`config.mk`:
```
export PLATFORM = sky130hd
export DESIGN_NAME = ddr_frame_reader
export DESIGN_NICKNAME = d
export VERILOG_FILES = /design/src/rtl/ddr_frame_reader.sv
export SDC_FILE = /design/constraint.sdc
export NUM_CORES = 1
export LEC_CHECK = 0
export CORE_MARGIN = 4
export CORE_UTILIZATION = 48
export CTS_CLUSTER_SIZE = 25
export DETAILED_ROUTE_END_ITERATION = 6
export PLACE_DENSITY = 0.8
export SKIP_LAST_GASP = 1
export SYNTH_ARGS = -nofsm -noshare
export SYNTH_HDL_FRONTEND = slang
export SYNTH_SLANG_ARGS = --single-unit
```
`constraint.sdc`:
```
create_clock -name clk -period 7.4 [get_ports clk]
set_input_delay 1.85 -clock clk [delete_from_list [all_inputs] [get_ports clk]]
set_output_delay 1.85 -clock clk [all_outputs]
set_load 0.01 [all_outputs]
```
`src/rtl/ddr_frame_reader.sv`:
```
// ddr_frame_reader
//   Streams a completed frame out of DDR2 through one MIG user port into the
//   HDMI pixel path. The MIG read FIFO is kept primed with fixed-length read
//   bursts. A word is popped for each pixel request, and the fetch address
//   wraps at the end of the frame. A frame_start pulse drains whatever is still
//   in flight and then restarts at word 0 of the selected buffer.
//
// Ports
//   clk, reset      pixel/MIG port clock, synchronous active-high reset
//   mem_calib_done  MIG calibration complete
//   base_selector   buffer to display, sampled on frame_start
//   frame_start     one-cycle restart pulse
//   cmd_en/_instr/_bl/_byte_addr   MIG command port (read bursts only)
//   rd_en, rd_data, rd_empty       MIG read FIFO (first-word fall-through)
//   pixel_req       HDMI side asks for one pixel this cycle
//   pixel_data/_valid              registered pixel, one cycle after request
//   underflow       sticky flag: a request found the FIFO empty
module ddr_frame_reader #(
    parameter int unsigned FRAME_WORDS = 1280 * 720,
    parameter int unsigned BURST_LEN   = 32,
    parameter int unsigned FIFO_DEPTH  = 64,
    parameter logic [29:0] FRAME0_BASE = 30'h0,
    parameter logic [29:0] FRAME1_BASE = 30'h400000,
    parameter logic [23:0] UFLOW_RGB   = 24'hFF00FF
) (
    input  logic        clk,
    input  logic        reset,
    input  logic        mem_calib_done,
    input  logic        base_selector,
    input  logic        frame_start,
    output logic        cmd_en,
    output logic [2:0]  cmd_instr,
    output logic [5:0]  cmd_bl,
    output logic [29:0] cmd_byte_addr,
    output logic        rd_en,
    input  logic [31:0] rd_data,
    input  logic        rd_empty,
    input  logic        pixel_req,
    output logic [23:0] pixel_data,
    output logic        pixel_valid,
    output logic        underflow
);

    localparam int unsigned      IDX_W     = $clog2(FRAME_WORDS + 1);
    localparam logic [IDX_W-1:0] BURST_IDX = IDX_W'(BURST_LEN);
    localparam logic [IDX_W-1:0] LAST_IDX  = IDX_W'(FRAME_WORDS - BURST_LEN);
    localparam logic [6:0]       BURST_CNT = 7'(BURST_LEN);

    typedef enum logic [1:0] {WAIT_CAL, FETCH, DRAIN} state_t;

    state_t           state, state_nxt;
    logic [29:0]      base;
    logic [IDX_W-1:0] fetch_idx;
    logic [6:0]       outstanding;
    logic             cmd_q;
    logic             cmd_fire, base_load, idx_clear, cnt_clear, room;
    logic [7:0]       cnt_after_cmd;
    logic             unused_rd_bits;

    function automatic logic [29:0] word_addr(input logic [29:0] b, input logic [IDX_W-1:0] idx);
        return b + (30'(idx) << 2);
    endfunction

    assign cmd_instr      = 3'b001;
    assign cmd_bl         = 6'(BURST_LEN - 1);
    // Address is loaded the cycle before the strobe. Gating with calibration
    // keeps a strobe from escaping in the cycle calibration is lost.
    assign cmd_en         = cmd_q & mem_calib_done;
    assign cnt_after_cmd  = {1'b0, outstanding} + 8'(BURST_LEN);
    assign room           = (cnt_after_cmd <= 8'(FIFO_DEPTH));
    assign unused_rd_bits = ^rd_data[31:24];

    always_comb begin
        state_nxt = state;
        rd_en     = 1'b0;
        cmd_fire  = 1'b0;
        base_load = 1'b0;
        idx_clear = 1'b0;
        cnt_clear = 1'b0;
        case (state)
            WAIT_CAL: begin
                if (frame_start) begin
                    base_load = 1'b1;
                    idx_clear = 1'b1;
                end
                if (mem_calib_done) state_nxt = FETCH;
            end
            FETCH: begin
                rd_en = pixel_req & ~rd_empty;
                if (!mem_calib_done) begin
                    state_nxt = WAIT_CAL;
                    cnt_clear = 1'b1;
                    idx_clear = 1'b1;
                end else if (frame_start) begin
                    state_nxt = DRAIN;
                    base_load = 1'b1;
                end else if (!cmd_q && room) begin
                    // cmd_q low here spaces commands at least two cycles apart
                    cmd_fire = 1'b1;
                end
            end
            DRAIN: begin
                rd_en = ~rd_empty;
                if (!mem_calib_done) begin
                    state_nxt = WAIT_CAL;
                    cnt_clear = 1'b1;
                    idx_clear = 1'b1;
                end else begin
                    if (frame_start) base_load = 1'b1;
                    if (outstanding == 7'd0 && !cmd_q) begin
                        idx_clear = 1'b1;
                        state_nxt = FETCH;
                    end
                end
            end
            default: state_nxt = WAIT_CAL;
        endcase
    end

    always_ff @(posedge clk) begin
        if (reset) begin
            state         <= WAIT_CAL;
            cmd_q         <= 1'b0;
            cmd_byte_addr <= 30'h0;
            fetch_idx     <= '0;
            outstanding   <= 7'd0;
            base          <= FRAME0_BASE;
            pixel_data    <= 24'h0;
            pixel_valid   <= 1'b0;
            underflow     <= 1'b0;
        end else begin
            state <= state_nxt;
            cmd_q <= cmd_fire;

            if (cmd_fire) cmd_byte_addr <= word_addr(base, fetch_idx);

            if (idx_clear)     fetch_idx <= '0;
            else if (cmd_fire) fetch_idx <= (fetch_idx == LAST_IDX) ? '0 : fetch_idx + BURST_IDX;

            if (base_load) base <= base_selector ? FRAME1_BASE : FRAME0_BASE;

            if (cnt_clear) outstanding <= 7'd0;
            else           outstanding <= outstanding + (cmd_en ? BURST_CNT : 7'd0) - (rd_en ? 7'd1 : 7'd0);

            // Outside FETCH, and on an empty FIFO, the request is answered with the filler colour
            pixel_valid <= pixel_req;
            if (pixel_req) pixel_data <= (state == FETCH && !rd_empty) ? rd_data[23:0] : UFLOW_RGB;

            if (frame_start) underflow <= 1'b0;
            else if (state == FETCH && pixel_req && rd_empty) underflow <= 1'b1;
        end
    end

endmodule

```
==> flow_summary.ini <==
[status]
outcome = completed

[synthesis]
ys_dominant_reg_cell = dfxtp_1
synth-seq-cells = 68
synth_edf_count = 0
synth_xor_area_share_pct = 1.88
async_flop_share_pct = 0
ys_types = 49
synth_top_family_by_area = simple AND/OR/NAND/NOR gates
yosys-top-cells-count = nor2_1 (70), dfxtp_1 (68), nand2_1 (41), a21oi_1 (38), nor3_1 (25)
synth_compound_area_share_pct = 10.9
synth_mux_area_share_pct = 2.15
yosys.area.top_type = dfxtp_1
synthTopCellsByArea = dfxtp_1 (42%), nor2_1 (8.1%), a21oi_1 (5.8%)
synth_area_um2 = 3260
synth_top_area_share_pct = 41.8
syn_avg_cell_area_um2 = 8.18
synth_seq_area_share_pct = 41.8
synthAdderAreaFrac_pct = 6.00
synth_most_common_cell = nor2_1
syn-instance-count = 398
synth_simple_gate_area_share_pct = 27.5
yosysWarnings = 0

[clock_tree]
clockBufferDepth = 2
cts_sinks = 68
cts-htree-levels = 3
clkSlewWorstSetupHoldPaths_ns = 0.07
cts_setup_buffers = 0
cts_resized = 0
cts-root-buf = clkbuf_8
cts_tree = yes
numCtsBuffers = 9
cts_hold_buffers = 0
clk_latency_ns = 0.34

[sta]
period_share_pct = 73.1
setup_slack_ns = 1.99
setup_violations = 0
hold_viol = 0
relSlewSlack_pct = 24.1
fin_crit_ns = 5.41
grt_setup_unrepaired = false
fin_skew_ns = 0.00879
setup_tns_ns = 0
worst_slew_pin_slew_ns = 1.14
drv_slew = 0
fmax_mhz = 185

[place]
gp_congestion = 0.882
io_buffers = 74
dp_hpwl_um = 5110
place_ws_ns = 1.98

[critical_path]
crit_fanout = 28
startpoint_type = primary input
reg2reg_depth = 12
ff2ff_setup_slack_ns = 4.93
critPathArrivalTime_ns = 3.56
path_class = primary input to primary output
cp.required_ns = 5.55
end_kind = primary output
reg2reg_from = state[1]$_SDFFE_PP0P_
r2r-end = outstanding[6]$_SDFF_PP0_

[detailed_routing]
drt_pass1_iterations = 4
wl_per_cell_um = 12.9
drt-initial-drc-count = 130
vias = 2815
route.detailed.vias_per_inst = 5.15
wl_met1_um = 2840
dr_wl_met2_um = 3410
antenna_left = 0
top_layer = met4
drc = 0
wl_um = 7080
met3_length_um = 745

[floorplanning]
die_w_um = 90.4
die_h_um = 90.4
die_area_um2 = 8160
core_um2 = 6460
ios = 106
row_count = 29
initial_utilization_pct = 50.4

[power]
comb_power_share_pct = 25.7
pwr-share-clk_pct = 30.8
power.leakage_nw = 1.53
power.switching_mw = 0.288
power.share.sequential_pct = 43.5
powerDensity_nw_per_um2 = 225
internal_power_mw = 0.640
switching_share_pct = 31.1
ir_worst_vdd_mv = 0.151

[final_layout]
area_delta_synth_final_pct = 26.7
drive_above_1_share_pct = 6.17
fin_nets = 519
diodes = 0

[global_route]
grt_pass1_wl_um = 12100
grt_start_max_net_pins = 49
groute.usage.overall_pct = 17.9
antenna_found_initial = 0
grt_overflow = 0
grt_pass1_vias = 2731

[worst_hold_path]
hp-class = flop to flop
hold_depth = 2
min-delay-start = cmd_byte_addr[10]$_SDFFE_PP0P_
min_to = cmd_byte_addr[10]$_SDFFE_PP0P_

[job]
maxCapViolCount = 0
[critical path, stage by stage]
cell and delay (ns):
clkdlybuf4s50_1 0.45, buf_4 0.27, a21oi_1 0.10, nor3b_1 0.26, clkdlybuf4s50_1 0.62
[layer usage]
metal  up-vias  GRT usage, %
met5         -             0
met1      1296          18.6
li1       1424             -
met4         0          5.87
met3        10          10.1
met2        85          30.3
[layout by cell type, fill, tap and decap left out, types with 3 or more instances in the layout]
cell type        instances
ha_1                    14
o21ai_0                  6
a31oi_1                  6
nor2_1                  70
mux2i_1                  7
clkbuf_8                11
nor2b_1                  9
dfxtp_1                 68
xnor2_1                  6
nor3b_1                  3
nand2_1                 41
a21oi_1                 38
nand4_1                  3
and3_1                   3
nand3_1                  6
clkdlybuf4s50_1         74
clkinvlp_4               3
conb_1                  23
nand3b_1                 3
inv_1                   16
nor3_1                  25
[cell type report]
type	instances	area, um2
inverter	16	60.1
clock buffer	11	151
multi-input combinational	294	1660
fill	537	2330
tap	77	96.3
clock inverter	5	36.3
sequential	68	1360
timing repair buffer	76	756
[state kept, by name (all words and copies together), names as in the netlist]
signal         count
outstanding        7
pixel_data        24
fetch_idx         15
base               1
cmd_byte_addr     16
pixel_valid        1
state              2
underflow          1
cmd_q              1
[kinds of logic (layout without fill, tap and decap cells)]
kind of cell             count (synthesis)  after routing
AND/OR/NAND/NOR                        181            181
flip-flops                              68             68
AO/OA/AOI/OAI                           61             61
buffers and inverters                   57            108
adder cells (fa/ha/maj)                 15             15
XOR/XNOR                                 7              7
multiplexers                             7              7
other                                    2             23
[per-stage QoR]
stage	instances	utilization, %	hold WS, ns	total power [mW]	area (um2)
CTS	547	63.9	0.460	0.934	4130
detailed placement	531	61.0	0.450	0.649	3940
finish	547	63.9	0.455	0.928	4130
global placement	531	61.0	0.443	0.641	3940
global route	547	63.9	0.477	0.984	4130
floorplan	419	-	0.431	0.591	3330
[power groups by stage]
stage	clock network (mW)	registers, mW	logic, mW
2_1_floorplan	0	0.414	0.178
3_3_place_gp	0	0.411	0.230
3_5_place_dp	0	0.412	0.237
4_1_cts	0.291	0.404	0.239
5_1_grt	0.309	0.407	0.268
6_report	0.286	0.404	0.239
[how the worst max path moves through the flow]
stage | from | to | depth (start not counted)
after floorplan | pixel_req | rd_en | 4
after global placement | pixel_req | rd_en | 5
after detailed placement | pixel_req | rd_en | 5
after CTS | pixel_req | rd_en | 5
after global routing | pixel_req | rd_en | 5
final | pixel_req | rd_en | 5
No activity file was read; power rests on OpenSTA's default activity.
